### src/rtl/mem_access_ctrl_if.sv
// Pipeline request/response channel and data RAM ports of the memory-stage controller.
// The slave modport is the controller. The master modport is the pipeline and RAM side.
interface mem_access_ctrl_if;
  logic        i_req_valid;
  logic        o_req_ready;
  logic        i_req_we;
  logic [1:0]  i_req_size;
  logic        i_req_unsigned;
  logic [31:0] i_req_addr;
  logic [31:0] i_req_wdata;
  logic        o_resp_valid;
  logic        i_resp_ready;
  logic [31:0] o_resp_data;
  logic        o_resp_err;
  logic        o_ram_we;
  logic [31:0] o_ram_w_addr;
  logic [31:0] o_ram_w_data;
  logic [31:0] o_ram_r_addr;
  logic [31:0] i_ram_r_data;
  logic [31:0] i_ram_r_addr;

  modport slave (
    input  i_req_valid, i_req_we, i_req_size, i_req_unsigned, i_req_addr, i_req_wdata,
    input  i_resp_ready, i_ram_r_data, i_ram_r_addr,
    output o_req_ready, o_resp_valid, o_resp_data, o_resp_err,
    output o_ram_we, o_ram_w_addr, o_ram_w_data, o_ram_r_addr
  );

  modport master (
    output i_req_valid, i_req_we, i_req_size, i_req_unsigned, i_req_addr, i_req_wdata,
    output i_resp_ready, i_ram_r_data, i_ram_r_addr,
    input  o_req_ready, o_resp_valid, o_resp_data, o_resp_err,
    input  o_ram_we, o_ram_w_addr, o_ram_w_data, o_ram_r_addr
  );
endinterface

### src/rtl/mem_access_ctrl.sv
// Memory-stage load/store controller for a word-wide RAM with a registered read port.
// Sub-word stores are done as read-modify-write. Each access returns exactly one response.
module mem_access_ctrl #(
  parameter bit CHECK_ECHO = 1'b1
) (
  input logic          i_Clk,
  input logic          i_reset,
  mem_access_ctrl_if.slave bus
);

  typedef enum logic [2:0] {IDLE, RD_ISSUE, RD_CAPTURE, WRITE, RESP} state_t;

  localparam logic [1:0] SZ_BYTE = 2'b00;
  localparam logic [1:0] SZ_HALF = 2'b01;
  localparam logic [1:0] SZ_WORD = 2'b10;
  localparam logic [1:0] SZ_ILL  = 2'b11;

  state_t      state, state_nxt;
  logic        op_we, op_we_nxt;
  logic [1:0]  op_size, op_size_nxt;
  logic        op_uns, op_uns_nxt;
  logic [31:0] op_addr, op_addr_nxt;
  logic [31:0] op_wdata, op_wdata_nxt;

  logic        ram_we, ram_we_nxt;
  logic [31:0] w_addr, w_addr_nxt;
  logic [31:0] w_data, w_data_nxt;
  logic [31:0] r_addr, r_addr_nxt;
  logic        resp_valid, resp_valid_nxt;
  logic [31:0] resp_data, resp_data_nxt;
  logic        resp_err, resp_err_nxt;

  // Decode of the incoming request, used only in the accept cycle
  logic [31:0] req_wa;
  logic        req_bad;
  assign req_wa  = {bus.i_req_addr[31:2], 2'b00};
  assign req_bad = (bus.i_req_size == SZ_ILL) ||
                   (bus.i_req_size == SZ_HALF && bus.i_req_addr[0]) ||
                   (bus.i_req_size == SZ_WORD && bus.i_req_addr[1:0] != 2'b00);

  // Lane extraction and merge against the captured read word
  logic [31:0] wa;
  logic [4:0]  byte_sh, half_sh;
  logic [7:0]  ld_b;
  logic [15:0] ld_h;
  logic [31:0] ld_ext, merged;

  assign wa      = {op_addr[31:2], 2'b00};
  assign byte_sh = {op_addr[1:0], 3'b000};
  assign half_sh = {op_addr[1], 4'b0000};

  always_comb begin
    ld_b = bus.i_ram_r_data[7:0];
    case (op_addr[1:0])
      2'd0: ld_b = bus.i_ram_r_data[7:0];
      2'd1: ld_b = bus.i_ram_r_data[15:8];
      2'd2: ld_b = bus.i_ram_r_data[23:16];
      2'd3: ld_b = bus.i_ram_r_data[31:24];
      default: ld_b = bus.i_ram_r_data[7:0];
    endcase
    ld_h = op_addr[1] ? bus.i_ram_r_data[31:16] : bus.i_ram_r_data[15:0];
    case (op_size)
      SZ_BYTE: ld_ext = {{24{~op_uns & ld_b[7]}}, ld_b};
      SZ_HALF: ld_ext = {{16{~op_uns & ld_h[15]}}, ld_h};
      default: ld_ext = bus.i_ram_r_data;
    endcase
    if (op_size == SZ_BYTE)
      merged = (bus.i_ram_r_data & ~(32'h0000_00FF << byte_sh)) |
               ({24'h0, op_wdata[7:0]} << byte_sh);
    else
      merged = (bus.i_ram_r_data & ~(32'h0000_FFFF << half_sh)) |
               ({16'h0, op_wdata[15:0]} << half_sh);
  end

  always_comb begin
    state_nxt      = state;
    op_we_nxt      = op_we;
    op_size_nxt    = op_size;
    op_uns_nxt     = op_uns;
    op_addr_nxt    = op_addr;
    op_wdata_nxt   = op_wdata;
    ram_we_nxt     = 1'b0;
    w_addr_nxt     = w_addr;
    w_data_nxt     = w_data;
    r_addr_nxt     = r_addr;
    resp_valid_nxt = resp_valid;
    resp_data_nxt  = resp_data;
    resp_err_nxt   = resp_err;
    case (state)
      IDLE: begin
        if (bus.i_req_valid) begin
          op_we_nxt    = bus.i_req_we;
          op_size_nxt  = bus.i_req_size;
          op_uns_nxt   = bus.i_req_unsigned;
          op_addr_nxt  = bus.i_req_addr;
          op_wdata_nxt = bus.i_req_wdata;
          if (req_bad) begin
            state_nxt      = RESP;
            resp_valid_nxt = 1'b1;
            resp_data_nxt  = '0;
            resp_err_nxt   = 1'b1;
          end else if (!bus.i_req_we || bus.i_req_size != SZ_WORD) begin
            state_nxt  = RD_ISSUE;
            r_addr_nxt = req_wa;
          end else begin
            state_nxt  = WRITE;
            ram_we_nxt = 1'b1;
            w_addr_nxt = req_wa;
            w_data_nxt = bus.i_req_wdata;
          end
        end
      end
      RD_ISSUE: state_nxt = RD_CAPTURE;
      RD_CAPTURE: begin
        if (CHECK_ECHO && bus.i_ram_r_addr != wa) begin
          // A bad echo means the read word cannot be trusted, so no store merge either
          state_nxt      = RESP;
          resp_valid_nxt = 1'b1;
          resp_data_nxt  = '0;
          resp_err_nxt   = 1'b1;
        end else if (!op_we) begin
          state_nxt      = RESP;
          resp_valid_nxt = 1'b1;
          resp_data_nxt  = ld_ext;
          resp_err_nxt   = 1'b0;
        end else begin
          state_nxt  = WRITE;
          ram_we_nxt = 1'b1;
          w_addr_nxt = wa;
          w_data_nxt = merged;
        end
      end
      WRITE: begin
        state_nxt      = RESP;
        resp_valid_nxt = 1'b1;
        resp_data_nxt  = '0;
        resp_err_nxt   = 1'b0;
      end
      RESP: begin
        if (bus.i_resp_ready) begin
          state_nxt      = IDLE;
          resp_valid_nxt = 1'b0;
        end
      end
      default: state_nxt = IDLE;
    endcase
  end

  always_ff @(posedge i_Clk) begin
    if (i_reset) begin
      state      <= IDLE;
      op_we      <= 1'b0;
      op_size    <= '0;
      op_uns     <= 1'b0;
      op_addr    <= '0;
      op_wdata   <= '0;
      ram_we     <= 1'b0;
      w_addr     <= '0;
      w_data     <= '0;
      r_addr     <= '0;
      resp_valid <= 1'b0;
      resp_data  <= '0;
      resp_err   <= 1'b0;
    end else begin
      state      <= state_nxt;
      op_we      <= op_we_nxt;
      op_size    <= op_size_nxt;
      op_uns     <= op_uns_nxt;
      op_addr    <= op_addr_nxt;
      op_wdata   <= op_wdata_nxt;
      ram_we     <= ram_we_nxt;
      w_addr     <= w_addr_nxt;
      w_data     <= w_data_nxt;
      r_addr     <= r_addr_nxt;
      resp_valid <= resp_valid_nxt;
      resp_data  <= resp_data_nxt;
      resp_err   <= resp_err_nxt;
    end
  end

  assign bus.o_req_ready  = (state == IDLE);
  assign bus.o_ram_we     = ram_we;
  assign bus.o_ram_w_addr = w_addr;
  assign bus.o_ram_w_data = w_data;
  assign bus.o_ram_r_addr = r_addr;
  assign bus.o_resp_valid = resp_valid;
  assign bus.o_resp_data  = resp_data;
  assign bus.o_resp_err   = resp_err;

endmodule

### src/flat_wrapper.sv
// flat-port wrapper written by rule: the top's interface ports become plain ports
module mem_access_ctrl_flat 
#(
  parameter bit CHECK_ECHO = 1'b1
)
  (i_Clk, i_reset, bus_i_req_valid, bus_i_req_we, bus_i_req_size, bus_i_req_unsigned, bus_i_req_addr, bus_i_req_wdata, bus_i_resp_ready, bus_i_ram_r_data, bus_i_ram_r_addr, bus_o_req_ready, bus_o_resp_valid, bus_o_resp_data, bus_o_resp_err, bus_o_ram_we, bus_o_ram_w_addr, bus_o_ram_w_data, bus_o_ram_r_addr);
  mem_access_ctrl_if bus_i ();
  input logic i_Clk;
  input logic i_reset;
  input wire logic [$bits(bus_i.i_req_valid)-1:0] bus_i_req_valid;
  input wire logic [$bits(bus_i.i_req_we)-1:0] bus_i_req_we;
  input wire logic [$bits(bus_i.i_req_size)-1:0] bus_i_req_size;
  input wire logic [$bits(bus_i.i_req_unsigned)-1:0] bus_i_req_unsigned;
  input wire logic [$bits(bus_i.i_req_addr)-1:0] bus_i_req_addr;
  input wire logic [$bits(bus_i.i_req_wdata)-1:0] bus_i_req_wdata;
  input wire logic [$bits(bus_i.i_resp_ready)-1:0] bus_i_resp_ready;
  input wire logic [$bits(bus_i.i_ram_r_data)-1:0] bus_i_ram_r_data;
  input wire logic [$bits(bus_i.i_ram_r_addr)-1:0] bus_i_ram_r_addr;
  output wire logic [$bits(bus_i.o_req_ready)-1:0] bus_o_req_ready;
  output wire logic [$bits(bus_i.o_resp_valid)-1:0] bus_o_resp_valid;
  output wire logic [$bits(bus_i.o_resp_data)-1:0] bus_o_resp_data;
  output wire logic [$bits(bus_i.o_resp_err)-1:0] bus_o_resp_err;
  output wire logic [$bits(bus_i.o_ram_we)-1:0] bus_o_ram_we;
  output wire logic [$bits(bus_i.o_ram_w_addr)-1:0] bus_o_ram_w_addr;
  output wire logic [$bits(bus_i.o_ram_w_data)-1:0] bus_o_ram_w_data;
  output wire logic [$bits(bus_i.o_ram_r_addr)-1:0] bus_o_ram_r_addr;
  assign bus_i.i_req_valid = bus_i_req_valid;
  assign bus_i.i_req_we = bus_i_req_we;
  assign bus_i.i_req_size = bus_i_req_size;
  assign bus_i.i_req_unsigned = bus_i_req_unsigned;
  assign bus_i.i_req_addr = bus_i_req_addr;
  assign bus_i.i_req_wdata = bus_i_req_wdata;
  assign bus_i.i_resp_ready = bus_i_resp_ready;
  assign bus_i.i_ram_r_data = bus_i_ram_r_data;
  assign bus_i.i_ram_r_addr = bus_i_ram_r_addr;
  assign bus_o_req_ready = bus_i.o_req_ready;
  assign bus_o_resp_valid = bus_i.o_resp_valid;
  assign bus_o_resp_data = bus_i.o_resp_data;
  assign bus_o_resp_err = bus_i.o_resp_err;
  assign bus_o_ram_we = bus_i.o_ram_we;
  assign bus_o_ram_w_addr = bus_i.o_ram_w_addr;
  assign bus_o_ram_w_data = bus_i.o_ram_w_data;
  assign bus_o_ram_r_addr = bus_i.o_ram_r_addr;
  mem_access_ctrl #(.CHECK_ECHO(CHECK_ECHO)) u_core (.i_Clk(i_Clk), .i_reset(i_reset), .bus(bus_i));
endmodule
### config.mk
export PLATFORM = sky130hd
export DESIGN_NAME = mem_access_ctrl_flat
export DESIGN_NICKNAME = d
export VERILOG_FILES = /design/src/rtl/mem_access_ctrl_if.sv /design/src/rtl/mem_access_ctrl.sv /design/src/flat_wrapper.sv
export SDC_FILE = /design/constraint.sdc
export NUM_CORES = 1
export LEC_CHECK = 0
export CORE_UTILIZATION = 40
export CTS_BUF_LIST = sky130_fd_sc_hd__clkbuf_16
export DETAILED_ROUTE_END_ITERATION = 6
export PLACE_DENSITY = 0.79
export SLEW_MARGIN = 5
export SYNTH_ARGS = -nofsm -noshare
export SYNTH_HDL_FRONTEND = slang
export SYNTH_SLANG_ARGS = --single-unit
### constraint.sdc
create_clock -name i_Clk -period 3 [get_ports i_Clk]
set_input_delay 0.6 -clock i_Clk [delete_from_list [all_inputs] [get_ports i_Clk]]
set_output_delay 0.6 -clock i_Clk [all_outputs]
set_load 0.005 [all_outputs]
Yosys cells after proc, flatten, opt, wreduce, memory -nomap -nowiden
Index checks and enable logic that the tools add are counted.
{ "word_totals": {"regBits": 184, "in_bits": 136, "word_cells": 110} }
{ "classes": {"n_eq_ne": 21, "shift": 4, "n_mux": 43, "bitwise": 10, "reduce_logical": 19} }
{ "op_table": {"columns": ["operator", "count"], "rows": [
  ["2-to-1 mux 32 bit", 15],
  ["case mux 32 bit (2 select lines)", 3],
  ["case mux 32 bit (3 select lines)", 1],
  ["AND 32 bit", 2],
  ["inverter 32 bit", 2],
  ["bitwise OR 32 bit", 2],
  ["inequality test 32 bit", 1],
  ["case mux 8 bit (4 select lines)", 1],
  ["left shift 16 x 5 -> 32 bit", 1],
  ["left shift 16 x 5 -> 32 bit, first input constant", 1],
  ["left shift 8 x 5 -> 32 bit", 1],
  ["left shift 8 x 5 -> 32 bit, first input constant", 1],
  ["2-to-1 mux 16 bit", 1],
  ["2-to-1 mux 3 bit", 5],
  ["case mux 3 bit (5 select lines)", 1],
  ["2-to-1 mux 1 bit", 12],
  ["inequality test 2 bit, second input constant", 6],
  ["== test 2 bit, second input constant", 4],
  ["AND reduction 4 bit", 2],
  ["== test 2 x 1 -> 1 bit, second input constant", 3],
  ["== test 3 x 2 -> 1 bit, second input constant", 2],
  ["AND reduction 6 bit", 1],
  ["AND reduction 5 bit", 1],
  ["zero test 2 bit", 2],
  ["18 further kinds", 26]
]} }

Longest topological paths before layout
Gate-level depths: netlist of the first run.
{ "depth": {"ltp_word": 8, "depth_mapped": 9, "depth_no_buf": 6} }

Least setup slack after synthesis of the first run
No wires, ideal clock.
{ "synth_path": {"path_kind": "input -> register", "startpoint": "in bus_i_ram_r_addr[11]", "endpoint": "reg u_core.w_addr[10], in the netlist u_core.bus.o_ram_w_addr[10]", "setup_time_ns": 0.122, "arrival_time_ns": 2.254, "slack_ns": 0.624, "path_stages": 7, "n_path_buf": 1, "path_cell_list": "xnor2_1 > nand4_1 > or4_4 > nor2_4 > a311oi_1 > clkbuf_1 > a221o_1"} }
{ "synth_between": {"elab_chain_len": 3} }
{ "synth_rtl": {"columns": ["element", "line", "source"], "rows": [
  ["start, declared", "flat_wrapper.sv:18", "input wire logic [$bits(bus_i.i_ram_r_addr)-1:0] bus_i_ram_r_addr;"],
  ["inequality test 32 bit", "mem_access_ctrl.sv:115", "if (CHECK_ECHO && bus.i_ram_r_addr != wa) begin"],
  ["inequality test 2 bit (no line)", null, null],
  ["AND reduction 6 bit (no line)", null, null],
  ["end signal, assigned", "mem_access_ctrl.sv:172", "w_addr <= w_addr_nxt;"],
  ["end, declared", "mem_access_ctrl.sv:26", "logic [31:0] w_addr, w_addr_nxt;"]
]} }
Every way passes these cells.
A chain may end at the register's enable or synchronous reset.

Final worst setup path of the first run
{ "layout_path": {"startpoint": "in bus_i_ram_r_addr[20]", "endpoint": "reg u_core.w_data[3], in the netlist u_core.bus.o_ram_w_data[3]"} }
{ "layout_between": {"elab_chain_len": 3} }
{ "layout_rtl": {"columns": ["element", "line", "source"], "rows": [
  ["inequality test 32 bit", "mem_access_ctrl.sv:115", null],
  ["inequality test 2 bit (no line)", null, null],
  ["AND reduction 6 bit (no line)", null, null],
  ["end signal, assigned", "mem_access_ctrl.sv:173", "w_data <= w_data_nxt;"],
  ["end, declared", "mem_access_ctrl.sv:27", "logic [31:0] w_data, w_data_nxt;"]
]} }
Every way passes these cells.

==> results of run 1 <==
power by group:
group          switching, W  leakage (nW)  internal (W)  total [W]
clock               0.00109         0.291       0.00119    0.00227
sequential         0.000102          1.48       0.00252    0.00263
combinational      0.000664          2.63      0.000545    0.00121
total               0.00185          4.40       0.00425    0.00611
synth_stat cells (5+ instances only):
library cell  number
nand2_1          199
dfxtp_1          182
a21oi_1          124
clkbuf_1          79
a221o_1           44
nor2_1            42
nand3b_1          34
and2_1            31
nor2b_1           27
o31ai_1           27
o41ai_1           27
o21ai_0           26
or4b_2            24
inv_1             19
a211oi_1          16
xnor2_1           15
xor2_1            15
buf_2             14
o22ai_1           14
nand3_1           10
a221oi_1           8
a311o_1            8
nand4_1            7
a22o_1             6
nor3_1             5
registers in the layout (all words and copies together), names as in the netlist, 2 cells and up:
name / count
u_core.op_size: 2
u_core.bus.o_ram_w_addr: 30
u_core.op_addr: 32
u_core.bus.o_resp_data: 32
u_core.op_wdata: 16
u_core.bus.o_ram_w_data: 32
u_core.bus.o_ram_r_addr: 30
u_core.state: 3
metal layers:
metal	track usage (%)	vias up	part of all wire [%]
met1	32.66	4214	40
met5	0	-	0
met3	7.156	86	11
met4	11.63	0	3.9
li1	-	4215	-
met2	42.51	489	46
cells by family (layout without fill, tap and decap cells):
logic type	count (synthesis)	in the layout	share of synthesized area, %
and+or+nand+nor	398	398	23.51
AOI/OAI and AO/OA	317	317	25.68
DFF	182	182	42.03
buffers and inverters	118	351	5.572
xor gates and xnor gates	30	30	3.031
other	1	4	0.04326
muxes	1	1	0.1299
cells in the final DEF, fill, tap and decap left out, types with 9 or more instances in the layout:
cell,count
a211oi_1,16
clkbuf_16,17
dfxtp_1,182
clkdlybuf4s50_1,262
buf_4,28
nand3b_1,34
a221o_1,44
xnor2_1,15
o41ai_1,27
nand2_1,198
inv_1,19
o31ai_1,27
o22ai_1,14
nand3_1,10
nor2b_1,27
nor2_1,41
o21ai_0,26
a21oi_1,124
or4b_2,24
and2_1,30
xor2_1,15
buf_12,9
how the worst max path moves through the flow:
stage	depth (start not counted)	endpoint	slack (ps)	start
6_report	7	u_core.bus.o_ram_w_data[3]$_SDFFE_PP0P_	230	bus_i_ram_r_addr[20]
5_1_grt	7	u_core.bus.o_ram_w_data[1]$_SDFFE_PP0P_	190	bus_i_ram_r_addr[11]
4_1_cts	8	u_core.bus.o_ram_w_data[3]$_SDFFE_PP0P_	290	bus_i_ram_r_addr[17]
3_5_place_dp	7	u_core.bus.o_ram_w_data[3]$_SDFFE_PP0P_	-170	bus_i_ram_r_addr[23]
3_3_place_gp	7	u_core.bus.o_ram_w_data[0]$_SDFFE_PP0P_	-90	bus_i_ram_r_addr[23]
2_1_floorplan	7	u_core.bus.o_ram_w_addr[10]$_SDFFE_PP0P_	620	bus_i_ram_r_addr[11]
worst min-delay path, delay by kind of cell, from the launching register on:
family,cells,cell delay [ps]
AO/OA/AOI/OAI,1,50
flip-flops,1,310
AND/OR/NAND/NOR,1,50
per-stage QoR:
stage	power, W	area [µm²]	TNS, ps	worst slack, ps	hold slack [ps]
after CTS	0.006124	12270	0	288.5	455.2
after floorplan	0.003304	8680	0	624.3	436.4
after detailed placement	0.003867	11680	-4025	-168.8	445.7
final	0.006107	12270	0	230.0	454.1
after global placement	0.003846	11680	-1519	-92.34	441.5
after global routing	0.006360	12270	0	194.5	476.2
cell type report:
cell class,instances,area (µm²)
timing repair buffer,300,3024
tap,275,344.1
sequential,182,3643
inverter,19,71.32
clock inverter,15,166.4
fill,1839,8881
clock buffer,17,425.4
multi-input combinational,750,4598
==> impl_metrics.py, run 1 <==
metrics = {
    "synth": {
        "syn_avg_cell_area_um2": 8.279,
        "seq_area_frac_synth_pct": 42.03,
        "synthArstFlopShare_pct": 0,
        "synth_cell_types": 56,
        "synth.area.top_cells": "dfxtp_1, nand2_1, a21oi_1, a221o_1, clkbuf_1",
        "synth_ff_type": "dfxtp_1",
        "post_synth_inst_count": 1047,
        "yosysTopAreaCellShare_pct": 42.03,
        "synth_largest_area_cell": "dfxtp_1",
        "ys_ff_latch": 182,
        "ys_warn_count": 0,
        "syn_area_um2": 8668,
        "synth_edf_count": 0,
    },
    "setup_path": {
        "cpPeakStageDelay_ps": 630,
        "crit_family": "simple AND/OR/NAND/NOR gates",
        "r2r_cells": 6,
        "cp_slowest_cell": "or4_4",
        "path_class": "input port to flip-flop",
        "required_ps": 3310,
        "r2r_end": "u_core.bus.o_ram_w_data[3]$_SDFFE_PP0P_",
        "path_buf_inv": 1,
        "reg2reg_slack_ps": 450,
        "crit_path_end_kind": "flip-flop",
        "reg2reg_from": "u_core.op_addr[31]$_SDFFE_PP0P_",
        "cp.arrival_ps": 3080,
        "crit_fanout": 18,
        "start_kind": "input port",
        "crit_chain": "clkdlybuf4s50_1 -> xnor2_1 -> nand4_1 -> or4_4 -> nor4_4 -> nor2_2 -> o41ai_1",
    },
    "power_and_ir_drop": {
        "power_density_nw_per_um2": 497.6,
        "leakage_nw": 4.398,
        "ir_drop_mv": 0.3794,
    },
    "run": {
        "max_cap_violations": 0,
    },
    "timing": {
        "report.final.slew_viol_count": 0,
        "grt_setup_unrepaired": "false",
        "min_period_over_period_pct": 92.33,
        "tightest_slew_ps": 887.4,
        "hold_violations": 0,
        "finalCriticalPeriod_ps": 2770,
        "slew_headroom_pct": 40.78,
        "fmax_ghz": 0.3610,
        "finalClockSkew_ps": 11.88,
        "setup_violations": 0,
    },
    "hold_path": {
        "hp-class": "flip-flop to flip-flop",
        "hold_end": "u_core.bus.o_ram_r_addr[5]$_SDFFE_PP0P_",
        "min_from": "u_core.bus.o_ram_r_addr[5]$_SDFFE_PP0P_",
        "holdPathStages": 2,
    },
    "placed_design": {
        "dp_cells": 1526,
        "dp_hpwl_um": 20890,
        "numPortBuffers": 263,
        "place.gp.congestion": 0.9275,
    },
    "global_route": {
        "grt_usage_pct": 26.32,
        "first_global_vias": 8397,
        "grt_overflow": 0,
        "grt_pass1_wl_um": 45430,
        "grt_max_degree": 61,
        "antenna_found_initial": 0,
    },
    "clock_tree": {
        "cts_buffers": 17,
        "hold_buffers": 0,
        "clockRootBuffer": "clkbuf_16",
        "tritoncts": "built",
        "cts_setup_buffers": 0,
        "clk_latency_ps": 430,
        "clkTransAtPathRegs_ps": 70,
        "cts_resized": 0,
        "cts_buffer_depth": 2,
        "cts_sinks": 182,
        "h-tree-depth": 4,
    },
    "final_layout": {
        "syn2layout_area_growth_pct": 41.58,
        "layout-drive-gt1-share_pct": 8.730,
        "final_nets": 1406,
        "layoutNonFillerInstCount": 1558,
        "utilization_pct": 58.02,
        "antenna_cells": 0,
    },
    "detailed_routing": {
        "avgViaCountPerCell": 5.779,
        "drc": 0,
        "drt_iter0_drc": 770,
        "wl_per_cell_um": 19.00,
        "vias": 9004,
        "routed_wl_um": 29600,
        "firstDrtPassIters": 6,
        "postRouteAntennaNets": 0,
    },
    "floorplan": {
        "dieArea_um2": 22260,
        "row_count": 53,
        "coreArea_um2": 21150,
        "die_h_um": 149.2,
        "die_w_um": 149.2,
        "initial_core_util_pct": 40.98,
        "ios": 268,
    },
    "status": {
        "outcome": "completed",
    },
}
(Power assumes the default switching activity.)
==> inputs of run 2 (changes only) <==
GPL_ROUTABILITY_DRIVEN = 0   (was not set)
==> run 2 against run 1 <==
Combinational power barely moved. Die area did not move. First-iteration DRC count fell by 32%. Worst hold slack improved by 2.8 ps. Sequential power barely moved. Total power barely moved.
==> impl_metrics.py, run 2 (synthesized netlist as in run 1, its figures left out) <==
metrics = {
    "clock_tree": {
        "cts_buffer_depth": 2,
        "clk_latency_ps": 430,
        "tritoncts": "built",
        "cts_resized": 0,
        "cts_sinks": 182,
        "clkTransAtPathRegs_ps": 80,
        "cts_buffers": 17,
        "clockRootBuffer": "clkbuf_16",
        "cts_setup_buffers": 0,
        "h-tree-depth": 4,
        "hold_buffers": 0,
    },
    "power_and_ir_drop": {
        "p_clk_share_pct": 37.1,
        "p_comb_share_pct": 19.8,
        "seq_power_share_pct": 43.1,
        "internal_power_w": 0.004199,
        "leakage_nw": 4.403,
        "switching_power_w": 0.001902,
        "p_total_w": 0.006102,
        "p_sw_share_pct": 31.18,
        "ir_drop_mv": 0.3755,
        "power_density_nw_per_um2": 497.0,
    },
    "floorplan": {
        "die_w_um": 149.2,
        "row_count": 53,
        "ios": 268,
        "coreArea_um2": 21150,
        "die_h_um": 149.2,
        "dieArea_um2": 22260,
        "initial_core_util_pct": 40.98,
    },
    "final_layout": {
        "syn2layout_area_growth_pct": 41.63,
        "final_nets": 1407,
        "regArea_um2": 3643,
        "final_common_cell": "clkdlybuf4s50_1",
        "multi_input_area_um2": 4598,
        "mostFrequentLayoutCells": "clkdlybuf4s50_1, nand2_1, dfxtp_1",
        "stdcell_area_um2": 12280,
        "layoutNonFillerInstCount": 1559,
        "fill_cells": 1887,
        "antenna_cells": 0,
        "layout-drive-gt1-share_pct": 8.879,
    },
    "hold_path": {
        "hp-class": "flip-flop to flip-flop",
        "holdPathStages": 2,
        "hold_end": "u_core.bus.o_ram_r_addr[4]$_SDFFE_PP0P_",
        "min_from": "u_core.bus.o_ram_r_addr[4]$_SDFFE_PP0P_",
    },
    "setup_path": {
        "start_kind": "input port",
        "cp.arrival_ps": 3130,
        "r2r_cells": 6,
        "crit_fanout": 18,
        "r2r_end": "u_core.bus.o_ram_w_data[2]$_SDFFE_PP0P_",
        "required_ps": 3320,
        "reg2reg_from": "u_core.op_addr[31]$_SDFFE_PP0P_",
        "path_class": "input port to flip-flop",
        "reg2reg_slack_ps": 400,
        "crit_path_end_kind": "flip-flop",
    },
    "timing": {
        "setup_violations": 0,
        "grt_setup_unrepaired": "false",
        "slew_headroom_pct": 41.37,
        "finalCriticalPeriod_ps": 2806,
        "report.final.slew_viol_count": 0,
        "min_period_over_period_pct": 93.53,
        "setup_slack_ps": 194.1,
        "finalClockSkew_ps": 14.91,
        "holdWs_ps": 456.8,
        "fmax_ghz": 0.3564,
        "tightest_slew_ps": 878.5,
        "hold_violations": 0,
    },
    "global_route": {
        "grt_pass1_wl_um": 45410,
        "first_global_vias": 8369,
        "grt_max_degree": 91,
        "grt_usage_pct": 26.33,
        "grt_overflow": 0,
        "antenna_found_initial": 0,
    },
    "run": {
        "max_cap_violations": 0,
    },
    "placed_design": {
        "dp_cells": 1527,
        "placed_area_um2": 11680,
        "dp_hpwl_um": 21130,
        "numPortBuffers": 263,
        "place_ws_ps": -234.8,
    },
    "detailed_routing": {
        "vias": 8901,
        "postRouteAntennaNets": 0,
        "wl_per_cell_um": 19.12,
        "drc": 0,
        "drt_iter0_drc": 524,
        "firstDrtPassIters": 5,
        "avgViaCountPerCell": 5.709,
        "routed_wl_um": 29810,
    },
    "status": {
        "outcome": "completed",
    },
}
run 2: cell count changes in the layout (fill, tap and decap cells not counted), moves of 2 or more:
cell,previous run,this run
buf_4,28,30
clkinv_4,4,1
clkinv_8,2,4
inv_8,3,6
run 2: per-layer routing:
layer	vias to the layer above	global-route usage (%)	part of all wire (%)
li1	4223	-	-
met1	4186	32.10	40
met2	439	44.19	48
met3	53	7.401	10
met4	0	9.133	2.7
met5	-	0	0
run 2: power groups by stage:
stage                     clock network, W  logic [W]  registers [W]
after floorplan                          0   0.000657        0.00265
after global placement                   0    0.00117        0.00268
after detailed placement                 0    0.00118        0.00268
after CTS                          0.00230    0.00119        0.00263
after global routing               0.00242    0.00130        0.00264
final                              0.00227    0.00121        0.00263
run 2: worst max-delay path by stage:
stage | startpoint | end | slack [ps] | depth (start not counted)
2_1_floorplan | bus_i_ram_r_addr[11] | u_core.bus.o_ram_w_addr[10]$_SDFFE_PP0P_ | 620 | 7
3_3_place_gp | bus_i_ram_r_addr[17] | u_core.bus.o_ram_w_data[0]$_SDFFE_PP0P_ | -120 | 8
3_5_place_dp | bus_i_ram_r_addr[17] | u_core.bus.o_ram_w_data[2]$_SDFFE_PP0P_ | -230 | 8
4_1_cts | bus_i_ram_r_addr[17] | u_core.bus.o_ram_w_data[2]$_SDFFE_PP0P_ | 210 | 8
5_1_grt | bus_i_ram_r_addr[17] | u_core.bus.o_ram_w_data[1]$_SDFFE_PP0P_ | 170 | 8
6_report | bus_i_ram_r_addr[20] | u_core.bus.o_ram_w_data[2]$_SDFFE_PP0P_ | 190 | 7
run 2: per-stage QoR:
step / utilization [%] / setup TNS, ps
after floorplan: - / 0
after global placement: 55.20 / -2199
after detailed placement: 55.20 / -6130
after CTS: 58.04 / 0
after global routing: 58.04 / 0
final: 58.04 / 0
run 2: area by class of cell:
| class | count | share of cell area, % |
|---|---|---|
| clock buffer | 17 | 3.465 |
| multi-input combinational | 750 | 37.45 |
| clock inverter | 15 | 1.427 |
| sequential | 182 | 29.68 |
| tap | 275 | 2.803 |
| timing repair buffer | 301 | 24.59 |
| inverter | 19 | 0.5809 |
run 2: critical path: stages:
cell             delay (ps)
clkdlybuf4s50_1         480
xnor2_1                 130
nand4_1                 220
or4_4                   630
nor4_4                  390
nor2_2                  270
o41ai_1                 390
